`src/rtl/fcr_regfile_ctrl.sv`:
```
// Byte-serial command/response front end driving a flat register file.
// Optional inter-byte timeout in PARSE is enabled with `define FCR_TIMEOUT_EN.
module fcr_regfile_ctrl #(
  parameter int unsigned ADR_BYTES   = 6,
  parameter int unsigned DATA_BYTES  = 9,
  parameter int unsigned NREG        = 16,
  parameter int unsigned TIMEOUT_CYC = 4096
) (
  input  logic                         clk,
  input  logic                         rst_n,
  input  logic                         cmd_byte_req,
  input  logic [7:0]                   cmd_byte_data,
  output logic                         cmd_byte_ack,
  output logic                         rsp_byte_req,
  input  logic                         rsp_byte_ack,
  output logic [7:0]                   rsp_byte_data,
  output logic                         cmd_busy,
  input  logic [15:0]                  vnum,
  output logic [NREG*8*DATA_BYTES-1:0] reg_q,
  output logic                         reg_wr_stb,
  output logic [7:0]                   timeout_cnt
);

  localparam int unsigned DW = 8 * DATA_BYTES;
  localparam int unsigned AW = 8 * ADR_BYTES;
  localparam int unsigned FB = 2 + ADR_BYTES + DATA_BYTES;
  localparam int unsigned FW = 8 * FB;
  localparam int unsigned CW = $clog2(FB);
  localparam int unsigned IW = (NREG > 1) ? $clog2(NREG) : 1;
  // Range-check width keeps every address bit and still holds NREG=256
  localparam int unsigned RW = AW + 9;

  localparam logic [7:0] ACT_NOP  = 8'h00;
  localparam logic [7:0] ACT_GET  = 8'h01;
  localparam logic [7:0] ACT_SET  = 8'h02;
  localparam logic [7:0] PRM_VNUM = 8'h00;
  localparam logic [7:0] PRM_REG  = 8'h01;

  if (ADR_BYTES == 0 || ADR_BYTES > 8 || DATA_BYTES == 0 || DATA_BYTES > 9 ||
      NREG == 0 || NREG > 256 || TIMEOUT_CYC == 0) begin : g_param_check
    $error("fcr_regfile_ctrl: parameter out of legal range");
  end

  typedef enum logic [1:0] {S_IDLE, S_PARSE, S_EXE, S_RSP} state_t;

  state_t          state, state_nxt;
  logic [1:0]      cmd_req_sync, rsp_ack_sync;
  logic            cmd_req_d, rsp_ack_d;
  logic            req_s, ack_s, rsp_ack_fall;
  logic            byte_take, byte_done, exe_done, timeout_hit;
  logic [7:0]      cap_byte, act_q, param_q;
  logic [AW-1:0]   adr_q;
  logic [DW-1:0]   data_q;
  logic [CW-1:0]   byte_cnt, rsp_cnt;
  logic            exe_cnt;
  logic [FW-1:0]   rsp_buf;
  logic            adr_ok, err, wr_en;
  logic [IW-1:0]   idx;
  logic [DW-1:0]   res;

  assign req_s        = cmd_req_sync[1];
  assign ack_s        = rsp_ack_sync[1];
  assign rsp_ack_fall = rsp_ack_d & ~ack_s;
  assign exe_done     = (state == S_EXE) && exe_cnt;

  // Two-flop synchronisers plus one delay stage for edge detection
  always_ff @(posedge clk or negedge rst_n) begin
    if (!rst_n) begin
      cmd_req_sync <= 2'b00;
      rsp_ack_sync <= 2'b00;
      cmd_req_d    <= 1'b0;
      rsp_ack_d    <= 1'b0;
    end else begin
      cmd_req_sync <= {cmd_req_sync[0], cmd_byte_req};
      rsp_ack_sync <= {rsp_ack_sync[0], rsp_byte_ack};
      cmd_req_d    <= req_s;
      rsp_ack_d    <= ack_s;
    end
  end

  always_ff @(posedge clk or negedge rst_n) begin
    if (!rst_n) state <= S_IDLE;
    else        state <= state_nxt;
  end

  // Next state and handshake strobes
  always_comb begin
    state_nxt = state;
    byte_take = 1'b0;
    byte_done = 1'b0;
    case (state)
      S_IDLE: begin
        if (req_s && !cmd_req_d) state_nxt = S_PARSE;
      end
      S_PARSE: begin
        if (timeout_hit) begin
          state_nxt = S_IDLE;
        end else if (req_s && !cmd_byte_ack) begin
          byte_take = 1'b1;
        end else if (!req_s && cmd_byte_ack) begin
          byte_done = 1'b1;
          if (byte_cnt == '0 && cap_byte > ACT_SET) state_nxt = S_IDLE;
          else if (byte_cnt == CW'(FB - 1))         state_nxt = S_EXE;
        end
      end
      S_EXE: begin
        if (exe_cnt) state_nxt = S_RSP;
      end
      S_RSP: begin
        if (rsp_ack_fall && rsp_cnt == CW'(FB - 1)) state_nxt = S_IDLE;
      end
      default: state_nxt = S_IDLE;
    endcase
  end

  // Command decode against the register file
  always_comb begin
    adr_ok = (RW'(adr_q) < RW'(NREG));
    idx    = adr_q[IW-1:0];
    err    = 1'b0;
    wr_en  = 1'b0;
    res    = '0;
    case (act_q)
      ACT_GET: begin
        if (param_q == PRM_VNUM)              res = DW'(vnum);
        else if (param_q == PRM_REG && adr_ok) res = reg_q[idx*DW +: DW];
        else                                  err = 1'b1;
      end
      ACT_SET: begin
        if (param_q == PRM_REG && adr_ok) begin
          wr_en = 1'b1;
          res   = data_q;
        end else begin
          err = 1'b1;
        end
      end
      ACT_NOP: ;
      default: ;
    endcase
  end

  // Command byte capture and field assembly
  always_ff @(posedge clk or negedge rst_n) begin
    if (!rst_n) begin
      cmd_byte_ack <= 1'b0;
      cap_byte     <= 8'h00;
      byte_cnt     <= '0;
      act_q        <= 8'h00;
      param_q      <= 8'h00;
      adr_q        <= '0;
      data_q       <= '0;
      exe_cnt      <= 1'b0;
      cmd_busy     <= 1'b0;
    end else begin
      cmd_busy <= (state_nxt != S_IDLE);
      exe_cnt  <= (state == S_EXE) && !exe_cnt;
      if (state == S_IDLE) byte_cnt <= '0;
      if (byte_take) begin
        cmd_byte_ack <= 1'b1;
        cap_byte     <= cmd_byte_data;
      end else if (byte_done || timeout_hit) begin
        cmd_byte_ack <= 1'b0;
      end
      if (byte_done) begin
        byte_cnt <= byte_cnt + CW'(1);
        if (byte_cnt == '0)                    act_q   <= cap_byte;
        else if (byte_cnt == CW'(1))           param_q <= cap_byte;
        else if (byte_cnt < CW'(2 + ADR_BYTES)) adr_q   <= AW'({adr_q, cap_byte});
        else                                   data_q  <= DW'({data_q, cap_byte});
      end
    end
  end

  // Register write and response frame serialisation
  always_ff @(posedge clk or negedge rst_n) begin
    if (!rst_n) begin
      reg_q         <= '0;
      reg_wr_stb    <= 1'b0;
      rsp_buf       <= '0;
      rsp_byte_data <= 8'h00;
      rsp_byte_req  <= 1'b0;
      rsp_cnt       <= '0;
    end else begin
      reg_wr_stb <= exe_done && wr_en;
      if (exe_done && wr_en) reg_q[idx*DW +: DW] <= data_q;
      if (exe_done) begin
        rsp_buf       <= {err, act_q[6:0], param_q, adr_q, res};
        rsp_byte_data <= {err, act_q[6:0]};
        rsp_byte_req  <= 1'b1;
        rsp_cnt       <= '0;
      end else if (state == S_RSP) begin
        if (rsp_byte_req && ack_s) rsp_byte_req <= 1'b0;
        if (rsp_ack_fall && rsp_cnt != CW'(FB - 1)) begin
          rsp_buf       <= rsp_buf << 8;
          rsp_byte_data <= rsp_buf[FW-9 -: 8];
          rsp_byte_req  <= 1'b1;
          rsp_cnt       <= rsp_cnt + CW'(1);
        end
      end
    end
  end

`ifdef FCR_TIMEOUT_EN
  localparam int unsigned TW = $clog2(TIMEOUT_CYC + 1);
  logic [TW-1:0] to_cnt;

  assign timeout_hit = (state == S_PARSE) && (to_cnt == TW'(TIMEOUT_CYC - 1));

  // Idle-cycle counter restarts on PARSE entry and on every consumed byte
  always_ff @(posedge clk or negedge rst_n) begin
    if (!rst_n) begin
      to_cnt      <= '0;
      timeout_cnt <= 8'h00;
    end else begin
      if (state != S_PARSE || byte_done) to_cnt <= '0;
      else                               to_cnt <= to_cnt + TW'(1);
      if (timeout_hit && timeout_cnt != 8'hFF) timeout_cnt <= timeout_cnt + 8'd1;
    end
  end
`else
  assign timeout_hit = 1'b0;
  assign timeout_cnt = 8'h00;
`endif

endmodule
```
`config.mk`:
```
export PLATFORM = sky130hd
export DESIGN_NAME = fcr_regfile_ctrl
export DESIGN_NICKNAME = d
export VERILOG_FILES = /design/src/rtl/fcr_regfile_ctrl.sv
export SDC_FILE = /design/constraint.sdc
export NUM_CORES = 2
export LEC_CHECK = 0
export CORE_AREA = 3 3 467 469
export CTS_BUF_LIST = sky130_fd_sc_hd__clkbuf_8
export DETAILED_ROUTE_END_ITERATION = 6
export DIE_AREA = 0 0 470 472
export HOLD_SLACK_MARGIN = 0.08
export MAX_ROUTING_LAYER = met4
export PLACE_DENSITY = 0.67
export SKIP_CTS_REPAIR_TIMING = 1
export SLEW_MARGIN = 20
export SYNTH_ARGS = -nofsm -noshare
export SYNTH_HDL_FRONTEND = slang
export SYNTH_SLANG_ARGS = --single-unit
```
`constraint.sdc`:
```
create_clock -name clk -period 6.25 [get_ports clk]
set_input_delay 1.5625 -clock clk [delete_from_list [all_inputs] [get_ports clk]]
set_output_delay 1.5625 -clock clk [all_outputs]
set_load 0.01 [all_outputs]
```
==> reports/metrics.csv <==
metric,value,unit
cell taking the most area after synthesis,dfrtp_1,
Tot GR Track Use,0.596,
Core Area,0.214,mm²
area grow syn2layout,32.6,%
combinational cell fraction of total power,0.554,
worst slew pin tran,1400,ps
final worst-path cycle share,0.842,
P_sw,24.6,mW
Die W,470,µm
PwrDens,447,mW/mm²
Congestion Overflow GR,0,
Synth Area in Compound Gates,0.193,
ranking of synthesized cells by area,"dfrtp_1 (48%), mux4_2 (11%), mux2_2 (9.1%), o21ai_0 (7.4%), o31ai_1 (3.6%)",
Critical Path Source Type,flip-flop,
maximum clock insertion buffer count,4,
post-synthesis sequential area ratio,0.479,
leakage,40.9,nW
Yosys warnings,0,
largest family of logic cells by synthesized area,multiplexers,
Reg area,0.0364,mm²
hold crit path type,input port to async pin,
RR Endpoint,reg_q[119],
Final min period,5260,ps
mapped cell area,0.0761,mm²
final net count,8217,
Adder-Cell Fraction of Synth Area,0.00164,
Peak supply drop,0.495,mV
Synth Instances,6800,
Syn Area/Cell,11.2,µm²
share of cells above drive strength 1,0.259,
Slew Limit Fails,0,
initial antenna violation count,188,
RSZ-0062 raised after global routing,no,
Sink Count,1455,
Routability Congestion,1.16,
R2R Setup Slk,990,ps
Clock Power Share,0.219,
Final ANT Viol Nets,0,
Synth Register Bits,1455,
IO buf count,1191,
Tot Pwr,45.1,mW
pin count of the biggest net entering global routing,177,
"Max FO, Critical Path",42,
post-synth cell types,95,
DRC,10,
CTS tree,yes,
Max Clock Skew,146,ps
"Clk pin slew, worst setup/hold paths",70,ps
DR vias/cell,7.21,
Layout Utilization,0.470,
number of synthesized flops with an enable pin,0,
top_reg_cell synth,dfrtp_1,
Clock Tree Root,clkbuf_8,
endpoints failing setup,0,
switching part of the total power,0.546,
worst setup path class,flip-flop to flip-flop,
drt wl/cell,57.3,µm
Synth top area share,0.479,
Setup crit end,reg_q[119],
CP Capture Type,flip-flop,
post-synthesis mux area share,0.217,
routed vias,83200,
first-pass GRT wire length,834,mm
Worst Hold Margin,360,ps
io pins,1200,
Synth Area in XOR/XNOR,0.00158,
vias in the first global route,75900,
fmax,0.190,GHz
Num CTS Buffers,284,
Power Internal,20.5,mW
Reg power frac,0.226,
Initial Util,0.355,
Starting DRT DRC Count,15600,
Reg2Reg Depth,10,
dpl hpwl,527,mm
H-Tree Depth,5,
MaxCap Viol Count,0,
failing checks,DRC,
status,finished with violations,
fillers,19500,
Final Hold Viols,0,
Slew HR,0.0651,
clk_lat worst skew,1120,ps
die area,0.222,mm²
share of synthesized flip-flops with an asynchronous set or reset,1.00,
first-pass iteration count of the detailed router,7,
CP arrival,6270,ps
Multi-input gate area,0.0374,mm²
Reg-to-Reg Start,adr_q[2],
"wirelength, routed",662,mm
row count,170,
required time of the worst setup path,7260,ps
CP startpoint,adr_q[2],
Die Ht,472,µm
final setup TNS,0,ps
Synth Area in Simple Gates,0.0708,
through the flow:
step,setup WS [ps],cell area (µm²),instances
floorplan,929,76100,6807
global placement,1130,94400,10700
detailed placement,1160,94500,10700
CTS,1160,100000,11200
global route,994,101000,11500
finish,989,101000,11500
layout by cell type, fill, tap and decap left out, types with 97 or more instances in the layout:
| cell type | Yosys | routed |
|---|---|---|
| inv_1 | 42 | 114 |
| o31ai_1 | 368 | 368 |
| buf_4 | 19 | 500 |
| o21ai_0 | 1130 | 1122 |
| nand2_1 | 464 | 458 |
| mux2_2 | 614 | 614 |
| mux2i_1 | 122 | 113 |
| a31oi_1 | 148 | 145 |
| dfrtp_1 | 1455 | 1451 |
| mux4_2 | 371 | 371 |
| a22oi_1 | 97 | 97 |
| o22ai_1 | 217 | 203 |
| diode_2 | 0 | 335 |
| clkdlybuf4s50_1 | 0 | 1190 |
| clkbuf_8 | 0 | 348 |
| nand3_1 | 113 | 108 |
| nor2_1 | 226 | 220 |
cell families after synthesis:
| family | count (synthesis) |
|---|---|
| muxes | 1109 |
| buffers and inverters | 711 |
| DFF | 1455 |
| xor gates and xnor gates | 12 |
| and+or+nand+nor | 1137 |
| adders and majority gates | 10 |
| other | 1 |
| AOI/OAI and AO/OA | 2365 |
layer usage:
layer  GRT usage  wire [µm]
met5           -          0
met4       0.538      78100
met3       0.303     100000
met2       0.768     256000
met1       0.663     228000
sequential cells by signal, indices dropped and copies added (netlist names), 2 cells and up:
name	count
reg_q	1152
rsp_buf	128
data_q	72
adr_q	48
act_q	8
cap_byte	8
param_q	8
rsp_byte_data	8
byte_cnt	5
rsp_cnt	5
cmd_req_sync	2
rsp_ack_sync	2
state	2
cells in the mapped netlist, types with 9 or more instances:
master,n
o22ai_1,217
o21ai_1,23
a22o_1,11
nor3_1,41
mux2_2,614
nor3_2,11
a221oi_1,14
and3_1,11
dfrtp_1,1455
nand4_1,35
a22oi_1,97
ha_1,10
o21a_1,24
and2_1,14
a32oi_1,11
mux2i_1,122
o22a_1,29
a31oi_1,148
nor4_1,16
inv_1,42
nand2b_1,55
or3_1,34
a211oi_1,36
nand3_1,113
clkbuf_1,503
a21oi_1,93
or2_2,68
buf_2,90
buf_4,19
a2bb2oi_1,26
mux4_2,371
nand2_1,464
buf_1,56
nor2_1,226
o21ai_0,1130
a21o_1,27
o31ai_1,368
a211o_1,9
how the worst min path moves through the flow:
stage / from / end / slack, ps / depth (start not counted)
floorplan: cmd_req_sync[0] / cmd_req_sync[1] / 330 / 0
global placement: rsp_ack_sync[0] / rsp_ack_sync[1] / 340 / 0
detailed placement: rsp_ack_sync[0] / rsp_ack_sync[1] / 360 / 0
CTS: rsp_ack_sync[0] / rsp_ack_sync[1] / 370 / 0
global route: rst_n / reg_q[905] / 390 / 1
finish: rst_n / reg_q[905] / 360 / 1
power groups by stage:
stage	clock network [mW]	logic, mW	registers [mW]
2_1_floorplan	0	10.3	9.99
3_3_place_gp	0	23.2	10.3
3_5_place_dp	0	23.3	10.3
4_1_cts	9.78	23.3	10.2
5_1_grt	10.2	24.1	10.2
6_report	9.88	25.0	10.2
layout make-up:
class	count	area share
Timing Repair Buffer	1755	0.168
Clock inverter	126	0.00695
Sequential cell	1455	0.361
Multi-Input combinational cell	4641	0.371
Antenna cell	335	0.00831
Inverter	42	0.00156
Tap cell	2838	0.0352
Clock buffer	348	0.0475
worst max-delay path: stages (launching register included):
cell	delay, ps
dfrtp_4	970
buf_4	570
nor4_1	240
nor2_4	430
buf_12	260
buf_4	380
nand2_1	520
o22ai_1	1080
buf_4	320
nand2_1	90
o21ai_0	180
No activity file was read; power rests on OpenSTA's default activity.
